--- config.mk ---
export PLATFORM = sky130hd
export DESIGN_NAME = bus_arbiter_flat
export DESIGN_NICKNAME = d
export VERILOG_FILES = /design/src/rtl/bus_arbiter_if.sv /design/src/rtl/bus_arbiter.sv /design/src/flat_wrapper.sv
export SDC_FILE = /design/constraint.sdc
export NUM_CORES = 1
export LEC_CHECK = 0
export CAP_MARGIN = 10
export CORE_MARGIN = 2
export CORE_UTILIZATION = 32
export DETAILED_ROUTE_END_ITERATION = 10
export GPL_TIMING_DRIVEN = 0
export PLACE_DENSITY = 0.84
export SYNTH_ARGS = -nofsm -noshare
export SYNTH_HDL_FRONTEND = slang
export SYNTH_SLANG_ARGS = --single-unit
--- constraint.sdc ---
create_clock -name clk -period 3.2 [get_ports clk]
set_input_delay 0.48 -clock clk [delete_from_list [all_inputs] [get_ports clk]]
set_output_delay 0.48 -clock clk [all_outputs]
set_load 0.01 [all_outputs]
--- src/rtl/bus_arbiter_if.sv ---
// Shared-memory arbitration bundle: per-master requests/strobes in,
// active-low grants, owner/busy status and the steered shared bus out.
interface bus_arbiter_if #(
  parameter int NUM_MASTERS    = 4,
  parameter int BUS_ADDR_WIDTH = 10,
  parameter int DATA_WIDTH     = 32
);
  logic [NUM_MASTERS-1:0]                breq_;
  logic [NUM_MASTERS-1:0]                m_memread;
  logic [NUM_MASTERS-1:0]                m_memwrite;
  logic [NUM_MASTERS*BUS_ADDR_WIDTH-1:0] m_adr;
  logic [NUM_MASTERS*DATA_WIDTH-1:0]     m_wdata;
  logic [NUM_MASTERS-1:0]                gnt_;
  logic [1:0]                            owner;
  logic                                  busy;
  logic                                  memread;
  logic                                  memwrite;
  logic [BUS_ADDR_WIDTH-1:0]             adr;
  logic [DATA_WIDTH-1:0]                 writedata;

  modport master (
    output breq_, m_memread, m_memwrite,
    output m_adr, m_wdata,
    input  gnt_, owner, busy,
    input  memread, memwrite, adr, writedata
  );

  modport slave (
    input  breq_, m_memread, m_memwrite,
    input  m_adr, m_wdata,
    output gnt_, owner, busy,
    output memread, memwrite, adr, writedata
  );
endinterface

--- src/rtl/bus_arbiter.sv ---
// Round-robin arbiter + bus mux for up to 4 masters with a hold limit.
// Ports: clk, reset (sync, high), bus (bus_arbiter_if.slave);
// with BUS_ARB_STAT_EN defined also stat_clr in, stall_cnt[15:0] out.
module bus_arbiter #(
  parameter int NUM_MASTERS    = 4,
  parameter int MAX_HOLD       = 8,
  parameter int BUS_ADDR_WIDTH = 10,
  parameter int DATA_WIDTH     = 32
) (
  input  logic        clk,
  input  logic        reset,
`ifdef BUS_ARB_STAT_EN
  input  logic        stat_clr,
  output logic [15:0] stall_cnt,
`endif
  bus_arbiter_if.slave bus
);

  localparam int NM = NUM_MASTERS;
  localparam logic [NM-1:0] ONE = NM'(1);
  localparam logic [7:0] HMAX = 8'(MAX_HOLD);
  localparam logic [7:0] HLAST = 8'(MAX_HOLD - 1);

  typedef enum logic {IDLE, GRANT} state_t;

  state_t        state, state_nx;
  logic [NM-1:0] gnt_r, gnt_nx;
  logic [1:0]    owner_r, owner_nx;
  logic          busy_r, busy_nx;
  logic [1:0]    ptr_r, ptr_nx;
  logic [7:0]    hcnt_r, hcnt_nx;

  logic [NM-1:0] req;
  logic [NM-1:0] others;
  logic [2:0]    pk_idle;
  logic [2:0]    pk_hand;
  logic          rel;

  // {found, index} of first set bit scanning start, start+1, ... mod NM
  function automatic logic [2:0] pick(
    input logic [NM-1:0] r,
    input logic [1:0]    start
  );
    logic [2:0] res;
    int idx;
    res = '0;
    for (int k = NM - 1; k >= 0; k--) begin
      idx = (int'(start) + k) % NM;
      if (r[idx]) res = {1'b1, 2'(idx)};
    end
    return res;
  endfunction

  function automatic logic [1:0] inc(input logic [1:0] v);
    return (int'(v) + 1 == NM) ? 2'd0 : v + 2'd1;
  endfunction

  always_ff @(posedge clk) begin
    if (reset) begin
      state   <= IDLE;
      gnt_r   <= '1;
      owner_r <= '0;
      busy_r  <= 1'b0;
      ptr_r   <= '0;
      hcnt_r  <= '0;
    end else begin
      state   <= state_nx;
      gnt_r   <= gnt_nx;
      owner_r <= owner_nx;
      busy_r  <= busy_nx;
      ptr_r   <= ptr_nx;
      hcnt_r  <= hcnt_nx;
    end
  end

  always_comb begin
    req      = ~bus.breq_;
    others   = req & ~(ONE << owner_r);
    pk_idle  = pick(req, ptr_r);
    // handoff scan starts after the owner and never lands on it
    pk_hand  = pick(others, inc(owner_r));
    state_nx = state;
    gnt_nx   = gnt_r;
    owner_nx = owner_r;
    busy_nx  = busy_r;
    ptr_nx   = ptr_r;
    hcnt_nx  = hcnt_r;
    rel      = 1'b0;
    unique case (state)
      IDLE: begin
        if (pk_idle[2]) begin
          state_nx = GRANT;
          gnt_nx   = ~(ONE << pk_idle[1:0]);
          owner_nx = pk_idle[1:0];
          busy_nx  = 1'b1;
          hcnt_nx  = '0;
        end
      end
      GRANT: begin
        rel = !req[owner_r] ||
              ((hcnt_r == HLAST) && (|others));
        if (rel) begin
          ptr_nx  = inc(owner_r);
          hcnt_nx = '0;
          if (pk_hand[2]) begin
            gnt_nx   = ~(ONE << pk_hand[1:0]);
            owner_nx = pk_hand[1:0];
          end else begin
            state_nx = IDLE;
            gnt_nx   = '1;
            busy_nx  = 1'b0;
          end
        end else if (hcnt_r != HMAX) begin
          hcnt_nx = hcnt_r + 8'd1;
        end
      end
      default: state_nx = IDLE;
    endcase
  end

  logic                      rd_mux;
  logic                      wr_mux;
  logic [BUS_ADDR_WIDTH-1:0] adr_mux;
  logic [DATA_WIDTH-1:0]     wd_mux;

  always_comb begin
    rd_mux  = 1'b0;
    wr_mux  = 1'b0;
    adr_mux = '0;
    wd_mux  = '0;
    if (state == GRANT) begin
      rd_mux  = bus.m_memread[owner_r];
      wr_mux  = bus.m_memwrite[owner_r];
      adr_mux = bus.m_adr[int'(owner_r)*BUS_ADDR_WIDTH +: BUS_ADDR_WIDTH];
      wd_mux  = bus.m_wdata[int'(owner_r)*DATA_WIDTH +: DATA_WIDTH];
    end
  end

  assign bus.gnt_      = gnt_r;
  assign bus.owner     = owner_r;
  assign bus.busy      = busy_r;
  assign bus.memread   = rd_mux;
  assign bus.memwrite  = wr_mux;
  assign bus.adr       = adr_mux;
  assign bus.writedata = wd_mux;

`ifdef BUS_ARB_STAT_EN
  logic [15:0] stall_q;

  // a cycle stalls when some requester is not the grant holder
  always_ff @(posedge clk) begin
    if (reset) begin
      stall_q <= '0;
    end else if (stat_clr) begin
      stall_q <= '0;
    end else if ((|(req & gnt_r)) && (stall_q != 16'hFFFF)) begin
      stall_q <= stall_q + 16'd1;
    end
  end

  assign stall_cnt = stall_q;
`endif

endmodule

--- src/flat_wrapper.sv ---
// flat-port wrapper written by rule: the top's interface ports become plain ports
module bus_arbiter_flat 
#(
  parameter int NUM_MASTERS    = 4,
  parameter int MAX_HOLD       = 8,
  parameter int BUS_ADDR_WIDTH = 10,
  parameter int DATA_WIDTH     = 32
)
  (clk, reset, bus_breq_, bus_m_memread, bus_m_memwrite, bus_m_adr, bus_m_wdata, bus_gnt_, bus_owner, bus_busy, bus_memread, bus_memwrite, bus_adr, bus_writedata);
  bus_arbiter_if #(.NUM_MASTERS(NUM_MASTERS), .BUS_ADDR_WIDTH(BUS_ADDR_WIDTH), .DATA_WIDTH(DATA_WIDTH)) bus_i ();
  input  logic clk;
  input  logic reset;
  input wire logic [$bits(bus_i.breq_)-1:0] bus_breq_;
  input wire logic [$bits(bus_i.m_memread)-1:0] bus_m_memread;
  input wire logic [$bits(bus_i.m_memwrite)-1:0] bus_m_memwrite;
  input wire logic [$bits(bus_i.m_adr)-1:0] bus_m_adr;
  input wire logic [$bits(bus_i.m_wdata)-1:0] bus_m_wdata;
  output wire logic [$bits(bus_i.gnt_)-1:0] bus_gnt_;
  output wire logic [$bits(bus_i.owner)-1:0] bus_owner;
  output wire logic [$bits(bus_i.busy)-1:0] bus_busy;
  output wire logic [$bits(bus_i.memread)-1:0] bus_memread;
  output wire logic [$bits(bus_i.memwrite)-1:0] bus_memwrite;
  output wire logic [$bits(bus_i.adr)-1:0] bus_adr;
  output wire logic [$bits(bus_i.writedata)-1:0] bus_writedata;
  assign bus_i.breq_ = bus_breq_;
  assign bus_i.m_memread = bus_m_memread;
  assign bus_i.m_memwrite = bus_m_memwrite;
  assign bus_i.m_adr = bus_m_adr;
  assign bus_i.m_wdata = bus_m_wdata;
  assign bus_gnt_ = bus_i.gnt_;
  assign bus_owner = bus_i.owner;
  assign bus_busy = bus_i.busy;
  assign bus_memread = bus_i.memread;
  assign bus_memwrite = bus_i.memwrite;
  assign bus_adr = bus_i.adr;
  assign bus_writedata = bus_i.writedata;
  bus_arbiter #(.NUM_MASTERS(NUM_MASTERS), .MAX_HOLD(MAX_HOLD), .BUS_ADDR_WIDTH(BUS_ADDR_WIDTH), .DATA_WIDTH(DATA_WIDTH)) u_core (.clk(clk), .reset(reset), .bus(bus_i));
endmodule
==> flow_summary.yaml <==
setup_path:
  start_kind: "register"
  critical_path_maximum_fanout: 10
  cpLargestDelayFamily: "buffers and inverters"
  regToRegSetupSlack_ns: 0.18
  crit_buf_inv: 3
  worst-endpoint-arrival_ns: 2.62
  crit_path_end_kind: "output port"
  worst-endpoint-required_ns: 2.72
  cp_cell_sequence: "clkbuf_2 -> clkbuf_1 -> mux4_2 -> and2_1 -> clkdlybuf4s50_1"
  worst_path_max_delay_cell: "clkbuf_1"
  slowest_delay_ns: 0.52
  worst-setup-path-type: "reg -> out"
cts:
  deepest_clock_path_buffer_count: 2
  cts-root-buf: "clkbuf_8"
  cts_hold_repair.buffers: 0
  tritoncts: "built"
  clock-sinks: 18
  worstSkewPairLatency_ns: 0.26
  htree_levels: 1
  cts-buffers-inserted: 3
  cts.reportedPaths.clkPinSlew_ns: 0.07
cells_and_area:
  finalNetCount: 668
  drive_gt1_share_pct: 14.6
  insertedDiodeCount: 0
  finalNonFillerCells: 581
  filler_cell_count: 634
  synth_to_layout_area_growth_pct: 98.2
pwr:
  power.share.clock_pct: 11.7
  pwr_density_cell_nw_per_um2: 326
  combPwrFrac_pct: 72.2
  netSwitchingPower_w: 0.000584
  intPower_w: 0.00106
  total_leakage_power_nw: 1.77
  peakVddDrop_v: 0.000234
  seqPwrFrac_pct: 16.2
  power.switching_fraction_pct: 35.6
logic_synthesis:
  post_synth_fa_ha_maj_area_fraction_pct: 2.96
  ys_top_cells_by_count: "and2_1, mux4_2, nor2_1, dfxtp_1, clkbuf_1"
  synth_largest_area_cell: "mux4_2"
  synth_largest_type_area_fraction_pct: 39.9
  yosys-mux-area-fraction_pct: 40.7
  ranking_of_synthesized_cells_by_area: "mux4_2, dfxtp_1, and2_1"
  synthXorXnorAreaFrac_pct: 2.07
  seq_area_frac_synth_pct: 14.2
  synth_compound_area_share_pct: 13.5
  yosysUniqueCellTypes: 52
  yosysWarnings: 0
  synthSimpleGateAreaFrac_pct: 21.7
  flop_and_latch_count_out_of_synthesis: 18
  syn-mean-instance-area_sq_um: 10.3
  synth_top_family_by_area: "multiplexers"
  mappedNetlistNets: 434
  number_of_synthesized_flops_with_an_enable_pin: 0
  syn_inst: 246
  async_reset_ff_share_pct: 0
  synth_top_flop_cell: "dfxtp_1"
  syn-cell-area_sq_um: 2540
  yosys.cell_count.top_type: "and2_1"
sta:
  slew_hr_pct: 59.4
  slew_violations: 0
  timing.final.crit_period_ns: 3.10
  number_of_hold_violations_in_the_final_report: 0
  clock_skew_ns: 0.00399
  timing_worst_slew_pin_value_ns: 0.609
  fmax_ghz: 0.323
  timing.final.ws_setup_ns: 0.101
  timing.final.setup_violations: 0
  finalCritPeriodShare_pct: 96.9
  post_route_hold_slack_ns: 0.483
detailed_routing:
  finalWirelength_um: 12500
  route.antenna.remaining_nets: 0
  drt-pass1-iter-count: 4
  via_count: 3131
  drt-vias-per-instance: 5.39
  wl_per_cell_um: 21.5
  drt_iter0_drc: 138
  drc_errors: 0
global_route:
  gr-usage-all-layers_pct: 26.8
  grt_max_degree: 11
  first_global_vias: 3147
  grt_first_pass_wirelength_um: 17600
  grt_antenna_before_repair: 0
  grt-ovfl-total: 0
job:
  maxCapViolCount: 0
placement:
  gp_routability_congestion: 0.865
  io_buffers: 229
  place.detailed.hpwl_um: 10500
  placed_cells_incl_taps: 577
  detailedPlace.worstSlack_ns: -0.324
floorplanning:
  num_io_pins: 233
  coreArea_sq_um: 7690
  die-height_um: 93.0
  die_area_sq_um: 8660
  initial_util_pct: 33.0
  chipWidth_um: 93.0
  num_rows: 32
min_path:
  hold_class: "reg -> reg"
status:
  outcome: "finished, final reports clean"
==> registers in the layout, summed over array words and instances (netlist names) <==
name / flops
u_core.hcnt_r: 8
u_core.bus.gnt_: 4
u_core.bus.owner: 2
u_core.ptr_r: 2
u_core.bus.busy: 1
u_core.state: 1
==> worst paths after layout <==
path / end / depth (start not counted) / startpoint
worst min-delay path: u_core.bus.gnt_[3] / 2 / u_core.bus.gnt_[3]
worst max register to register: u_core.bus.gnt_[1] / 9 / u_core.bus.owner[1]
worst max-delay path: bus_writedata[11] / 5 / u_core.bus.owner[1]
worst min register to register: u_core.bus.gnt_[3] / 2 / u_core.bus.gnt_[3]
==> logic make-up (layout without fill, tap and decap cells) <==
| kind of cell | count (synthesis) | after routing |
|---|---|---|
| adder cells (fa/ha/maj) | 6 | 6 |
| multiplexers | 47 | 47 |
| AND/OR/NAND/NOR | 98 | 98 |
| AO/OA/AOI/OAI | 43 | 43 |
| flip-flops | 18 | 18 |
| buffers and inverters | 28 | 261 |
| XOR/XNOR | 6 | 6 |
==> layout make-up <==
class                   count  area, sq um  area share [%]
clock buffers               4         55.1            1.09
inverters                   7         26.3           0.522
repair buffers            229         2290            45.6
multi-input cells         200         2060            40.9
flip-flops and latches     18          360            7.16
well taps                 102          128            2.54
plain buffers              21          109            2.16
==> worst min-delay path: cells and delay by family (launching register included) <==
family             cells  cell delay, ns
AOI/OAI and AO/OA      2            0.12
DFF                    1            0.33
==> cells in the final DEF (no fill, tap or decap), types with 3 or more instances in the layout <==
master,n
a21oi_1,7
a31oi_1,3
and2_1,46
buf_2,5
buf_4,5
clkbuf_1,9
clkbuf_8,4
clkdlybuf4s50_1,229
dfxtp_1,18
ha_1,6
inv_1,7
mux4_2,45
nand2_1,9
nand2b_1,3
nand3_1,4
nor2_1,19
nor3_1,4
o21ai_0,4
xnor2_1,3
xor2_1,3
==> what timing repair did <==
action | CTS | global route
gates resized for setup | 4 | 6
endpoints found under the setup margin | 35 | 31
buffers inserted | 0 | 0
==> power by group through the flow <==
stage	Combinational, W	Sequential (W)	Clock, W
finish	0.00118	0.000266	0.000191
global route	0.00126	0.000268	0.000202
CTS	0.00117	0.000265	0.000193
detailed placement	0.00116	0.000271	0
global placement	0.00115	0.000269	0
floorplan	0.000591	0.000274	0
==> layer usage <==
layer | global-route usage, % | share of wire, %
met4 | 1.10 | 0
met1 | 33.7 | 39
met5 | 0 | 0
met2 | 44.1 | 48
met3 | 12.9 | 13
==> stage by stage <==
stage	util (%)	power [W]	cell area (sq um)	setup TNS [ns]
finish	65.4	0.00164	5030	0
global placement	64.5	0.00142	4960	-1.22
CTS	65.3	0.00163	5020	-0.184
floorplan	-	0.000865	2540	0
global route	65.4	0.00173	5030	-0.0234
detailed placement	64.5	0.00143	4960	-1.29
No activity file was read; power rests on OpenSTA's default activity.
